<file path="config.mk">
export PLATFORM = sky130hd
export DESIGN_NAME = seq101_rr_scheduler
export DESIGN_NICKNAME = d
export VERILOG_FILES = /design/src/rtl/seq101_rr_scheduler.sv
export SDC_FILE = /design/constraint.sdc
export NUM_CORES = 1
export LEC_CHECK = 0
export CAP_MARGIN = 30
export CORE_ASPECT_RATIO = 0.75
export CORE_MARGIN = 2
export CORE_UTILIZATION = 35
export CTS_BUF_LIST = sky130_fd_sc_hd__clkbuf_8
export CTS_CLUSTER_DIAMETER = 80
export DETAILED_ROUTE_END_ITERATION = 10
export PLACE_DENSITY = 0.71
export SETUP_SLACK_MARGIN = 0.5
export SLEW_MARGIN = 0
export SYNTH_ARGS = -nofsm -noshare
export SYNTH_HDL_FRONTEND = slang
export SYNTH_SLANG_ARGS = --single-unit
</file>
<file path="constraint.sdc">
create_clock -name sys_clk -period 1.9 [get_ports sys_clk]
set_input_delay 0.285 -clock sys_clk [delete_from_list [all_inputs] [get_ports sys_clk]]
set_output_delay 0.285 -clock sys_clk [all_outputs]
set_load 0.02 [all_outputs]
</file>
<file path="src/rtl/seq101_rr_scheduler.sv">
// Round-robin scheduler that shares one serial "101" Moore detector among NREQ requesters.
// Optional macro SEQ101_FIRSTPOS_EN adds res_hit / res_first_pos.
module seq101_rr_scheduler #(
    parameter int NREQ  = 4,
    parameter int WIDTH = 8,
    localparam int IDW  = $clog2(NREQ),
    localparam int CW   = $clog2(WIDTH + 1)
) (
    input  logic                    sys_clk,
    input  logic                    sys_rst,
    input  logic [NREQ-1:0]         req,
    input  logic [NREQ*WIDTH-1:0]   data_in,
    output logic [NREQ-1:0]         gnt,
    output logic                    busy,
    output logic                    res_valid,
    output logic [IDW-1:0]          res_id,
    output logic [CW-1:0]           res_count
`ifdef SEQ101_FIRSTPOS_EN
    ,
    output logic                    res_hit,
    output logic [CW-1:0]           res_first_pos
`endif
);

    typedef enum logic [1:0] {IDLE, SHIFT, DONE} ctl_t;
    typedef enum logic [1:0] {S0, S1, S2, S3} det_t;

    ctl_t             state, state_next;
    det_t             det, det_next;
    logic [IDW-1:0]   rr_ptr, winner;
    logic             any_req, found, take;
    logic [WIDTH-1:0] sr;
    logic [CW-1:0]    bit_cnt, match_cnt;
    logic             bit_in, match, last_bit;

`ifdef SEQ101_FIRSTPOS_EN
    logic             first_found;
    logic [CW-1:0]    first_pos;
`endif

    assign any_req  = |req;
    assign bit_in   = sr[WIDTH-1];
    assign last_bit = (bit_cnt == CW'(WIDTH - 1));

    // NOTE: every signal written here gets a default first, so no latch is inferred.
    always_comb begin
        winner = rr_ptr;
        found  = 1'b0;
        for (int k = 1; k <= NREQ; k++) begin
            if (!found && req[(int'(rr_ptr) + k) % NREQ]) begin
                winner = IDW'((int'(rr_ptr) + k) % NREQ);
                found  = 1'b1;
            end
        end
    end

    always_comb begin
        det_next = S0;
        case (det)
            S0:      det_next = bit_in ? S1 : S0;
            S1:      det_next = bit_in ? S1 : S2;
            S2:      det_next = bit_in ? S3 : S0;
            S3:      det_next = bit_in ? S1 : S2;
            default: det_next = S0;
        endcase
        match = (det_next == S3);
    end

    always_comb begin
        state_next = state;
        case (state)
            IDLE:    if (any_req) state_next = SHIFT;
            SHIFT:   if (last_bit) state_next = DONE;
            DONE:    state_next = IDLE;
            default: state_next = IDLE;
        endcase
    end

    // Outputs are masked while reset is high so an aborted word never surfaces.
    always_comb begin
        take = !sys_rst && (state == IDLE) && any_req;
        gnt  = '0;
        if (take) gnt[winner] = 1'b1;
        busy      = !sys_rst && ((state != IDLE) || any_req);
        res_valid = !sys_rst && (state == DONE);
    end

    // NOTE: all state updates use non-blocking assignments.
    always_ff @(posedge sys_clk) begin
        if (sys_rst) begin
            state     <= IDLE;
            rr_ptr    <= IDW'(NREQ - 1);
            det       <= S0;
            sr        <= '0;
            bit_cnt   <= '0;
            match_cnt <= '0;
            res_id    <= '0;
            res_count <= '0;
`ifdef SEQ101_FIRSTPOS_EN
            first_found   <= 1'b0;
            first_pos     <= '0;
            res_hit       <= 1'b0;
            res_first_pos <= '0;
`endif
        end else begin
            state <= state_next;
            case (state)
                IDLE: begin
                    if (any_req) begin
                        sr        <= data_in[int'(winner)*WIDTH +: WIDTH];
                        rr_ptr    <= winner;
                        bit_cnt   <= '0;
                        match_cnt <= '0;
                        det       <= S0;
`ifdef SEQ101_FIRSTPOS_EN
                        first_found <= 1'b0;
                        first_pos   <= '0;
`endif
                    end
                end
                SHIFT: begin
                    sr        <= {sr[WIDTH-2:0], 1'b0};
                    det       <= det_next;
                    bit_cnt   <= bit_cnt + 1'b1;
                    match_cnt <= match_cnt + CW'(match);
`ifdef SEQ101_FIRSTPOS_EN
                    if (match && !first_found) begin
                        first_found <= 1'b1;
                        first_pos   <= bit_cnt;
                    end
`endif
                    // Results are registered on the last bit so they hold until the next word.
                    if (last_bit) begin
                        res_id    <= rr_ptr;
                        res_count <= match_cnt + CW'(match);
`ifdef SEQ101_FIRSTPOS_EN
                        res_hit <= first_found || match;
                        if (first_found)
                            res_first_pos <= first_pos;
                        else if (match)
                            res_first_pos <= bit_cnt;
                        else
                            res_first_pos <= '0;
`endif
                    end
                end
                default: ;
            endcase
        end
    end

endmodule

</file>
==> results.md <==
* Proportion of synthesized chip area in sequential cells at 0.371
* Type of the setup path with the least slack: reg2out
* Cell area after synthesis at 1510 sq um
* Floorplan core area at 4100 sq um
* Global-route wire length before repair at 6270 um
* CP max FO at 8
* Post-Layout Inst Area at 2690 sq um
* Max-slew headroom at the worst pin at 0.768
* Post-synth top cells: sky130_fd_sc_hd__dfxtp_1, sky130_fd_sc_hd__nor2_1, sky130_fd_sc_hd__mux2i_1
* Die boundary height at 60.9 um
* Delay-heaviest family, CP: flip-flops
* Part of the total power dissipated in sequential elements at 0.417
* Half-perimeter wire length after detailed placement at 2650 um
* Slew at the pin closest to its max-slew limit at 347 ps
* Arrival time of data at the critical path endpoint at 1640 ps
* Ys Warns at 0
* Pin count of the biggest net entering global routing at 16
* Startpoint kind of the worst setup timing path: flip-flop
* Crit-path most repeated cell: sky130_fd_sc_hd__buf_6
* Boundary Pins at 50
* Instance area at placement at 2250 sq um
* Number of buffers inserted during clock tree synthesis at 3
* Data required, critical path at 1620 ps
* Asr flop ratio synth at 0
* Effective utilization at floorplan at 0.369
* Vias in the first global route at 1381
* Clock Sink Count at 28
* Number of synthesized flops with an enable pin at 0
* Post-Syn Area per Cell at 8.90 sq um
* Critical-path cell list: mux2i_2, nor2_2, a221oi_4, buf_6, nor2_4, buf_6
* Cell internal power dissipation at 1.12 mW
* Tcrit/Tclk final at 1.01
* Final design utilization at 0.655
* Type of destination of the critical path: output pin
* Post-synth top area cell: sky130_fd_sc_hd__dfxtp_1
* Clock Skew at 2.85 ps
* Routed via count divided by cell count at 5.02
* Final hold violation count at 0
* Remaining Overflow, GRT at 0
* Power Total at 1.57 mW
* Number of H-tree levels at 1
* Worst hold-check path type: reg2reg
* Final cell count without fillers at 312
* Post-synthesis register bit count at 28
* Worst Min Path Start: det[1]
* NetSw at 444 uW
* Aggregate routed wire length at 4160 um
* Post-Synthesis Cells at 170
* Ratio of cells with drive above 1 in the final layout at 0.416
* Count of distinct cell types in the synthesized netlist at 37
* Count of port buffers added during placement at 49
* Antenna diodes at 0
* Peak ir drop on the vdd network at 293 uV
* Antenna-violating nets left at 0
* Count of hold-fix buffers inserted at cts at 0
* Most common cell in the netlist: sky130_fd_sc_hd__dfxtp_1
* Routed vias at 1565
* Number of antenna violations at the first check in global routing at 0
* Power density over the cells at 583 nW/um^2
* Post-layout net count at 299
* TritonCTS clock tree: built
* Insertion delay to the later sink of the worst-skew pair at 280 ps
* Clock slew at reported path FFs at 90 ps
* Bufs on Longest Clock Path at 2
* Chip width at 79.9 um
* Hold Path Depth at 2
* R2R setup slack at 20 ps
* Cell count of the worst reg-to-reg path at 7
* Switching share of power at 0.283
* Number of core rows at 20
* Reg-to-reg startpoint: rr_ptr[1]
* Synth-to-layout area growth at 77.6%
* Number of buffer and inverter stages on the critical path at 2
* Final critical-path required period at 1930 ps
* Pins Over Slew Limit at 0
* Cells taking the most area after synthesis: sky130_fd_sc_hd__dfxtp_1, sky130_fd_sc_hd__mux2i_1, sky130_fd_sc_hd__nor2_1, sky130_fd_sc_hd__o221ai_1, sky130_fd_sc_hd__a21oi_1
* Max cap viols at 0
* Post-Synthesis Net Count at 211
* Area of the die at 4870 sq um
* Maximum clock frequency at 519 MHz
* Gr usage total at 0.164
* Final setup violation count at 3
* Top cell type's share of synthesized area at 0.371
* Reg-to-Reg End: sr[7]
* Clk pwr share at 0.234
* Leakage Power at 1.08 nW
* Average wire per standard cell at 13.3 um
* Dominant synthesized flop cell: sky130_fd_sc_hd__dfxtp_1
* Hold Worst Slack at 458 ps
* Clock root buffer: sky130_fd_sc_hd__clkbuf_8
* Outcome: finished with violations
* Post-route DRC violation count at 0
* DRC marker count from the first detailed-route iteration at 67
* First-pass iteration count of the detailed router at 4
* Failing checks: setup timing
* Worst setup margin at -28.4 ps
* Share of power burned in combinational logic at 0.349
* Critical-path cell with the highest stage delay: sky130_fd_sc_hd__dfxtp_4
* Number of cells in the design after placement at 286
* Final estimated routing congestion in global placement at 0.737
* Unrepaired setup endpoints after global routing: yes
* Worst path max stage delay at 410 ps
* Terminating pin of the worst hold path: det[1]
-- layout by cell type, fill, tap and decap left out, types with 2 or more instances in the layout --
master,count
sky130_fd_sc_hd__clkdlybuf4s50_1,32
sky130_fd_sc_hd__buf_4,32
sky130_fd_sc_hd__dfxtp_1,20
sky130_fd_sc_hd__buf_6,18
sky130_fd_sc_hd__mux2i_1,16
sky130_fd_sc_hd__nor2_1,15
sky130_fd_sc_hd__a21oi_1,10
sky130_fd_sc_hd__a22oi_1,7
sky130_fd_sc_hd__o221ai_1,7
sky130_fd_sc_hd__dfxtp_2,7
sky130_fd_sc_hd__dlygate4sd2_1,7
sky130_fd_sc_hd__nor2_4,6
sky130_fd_sc_hd__nand2_1,5
sky130_fd_sc_hd__nand3_1,5
sky130_fd_sc_hd__or2_0,5
sky130_fd_sc_hd__nand3b_1,5
sky130_fd_sc_hd__clkbuf_8,4
sky130_fd_sc_hd__inv_1,3
sky130_fd_sc_hd__mux2i_2,3
sky130_fd_sc_hd__nor2_2,3
sky130_fd_sc_hd__or2_2,3
sky130_fd_sc_hd__o21ai_2,3
sky130_fd_sc_hd__buf_2,3
sky130_fd_sc_hd__a211o_1,2
sky130_fd_sc_hd__mux2i_4,2
sky130_fd_sc_hd__a211oi_1,2
sky130_fd_sc_hd__ha_2,2
sky130_fd_sc_hd__buf_8,2
-- timing repair --
action / CTS / global route
pin swaps: 12 / 10
resized for setup: 82 / 35
endpoints found under the setup margin: 39 / 28
setup buffers: 16 / 6
-- worst max path at each step --
stage                         start     end  slack, ps  depth (start not counted)
after global routing      rr_ptr[1]  gnt[1]       -110                          6
after CTS                 rr_ptr[1]  gnt[3]         50                          6
after floorplan           rr_ptr[1]  gnt[0]        370                          7
final                     rr_ptr[1]  gnt[1]        -30                          6
after detailed placement     req[3]    busy       -560                          6
after global placement       req[3]  gnt[2]       -520                          7
-- metal layers --
layer,GRT usage,part of all wire,vias to the layer above,wire length [um]
met1,0.226,0.46,733,1930
met5,0,0,-,0
met2,0.273,0.49,38,2040
li1,-,-,791,-
met3,0.0372,0.041,3,172
met4,0.0218,0.0031,0,13
-- layout make-up --
class / count / area (sq um)
multi-input cells: 126 / 1080
fillers: 325 / 1420
well taps: 55 / 68.8
flip-flops and latches: 28 / 573
clock buffers: 4 / 55.1
repair buffers: 95 / 890
inverters: 4 / 17.5
-- worst min-delay path: stages, from the launching register on --
cell,delay [ps]
sky130_fd_sc_hd__dfxtp_2,330
sky130_fd_sc_hd__o21ai_2,40
sky130_fd_sc_hd__a21oi_1,50
-- flip-flops by register name, indices dropped and copies added, names as in the netlist --
name       count
sr             8
res_id         2
state          2
rr_ptr         2
match_cnt      4
bit_cnt        4
res_count      4
det            2
-- power groups by stage --
stage | Clock [mW] | Sequential, mW | Combinational, mW
5_1_grt | 0.392 | 0.657 | 0.588
4_1_cts | 0.370 | 0.649 | 0.478
6_report | 0.367 | 0.653 | 0.548
3_3_place_gp | 0 | 0.665 | 0.413
3_5_place_dp | 0 | 0.665 | 0.415
2_1_floorplan | 0 | 0.658 | 0.249
-- stage by stage --
step / setup WS (ps) / setup TNS (ps)
5_1_grt: -107 / -942
2_1_floorplan: 370 / 0
6_report: -28.4 / -60.2
3_3_place_gp: -525 / -6170
3_5_place_dp: -557 / -6630
4_1_cts: 49.8 / 0
-- kinds of logic (layout without fill, tap and decap cells) --
| group | after synthesis | count (layout) | synth area share |
|---|---|---|---|
| buffers and inverters | 16 | 103 | 0.0562 |
| flip-flops | 28 | 28 | 0.371 |
| adder cells (fa/ha/maj) | 3 | 3 | 0.0248 |
| AND/OR/NAND/NOR | 61 | 61 | 0.207 |
| multiplexers | 21 | 21 | 0.139 |
| XOR/XNOR | 2 | 2 | 0.0116 |
| AO/OA/AOI/OAI | 39 | 39 | 0.191 |
No activity file was read; power rests on OpenSTA's default activity.
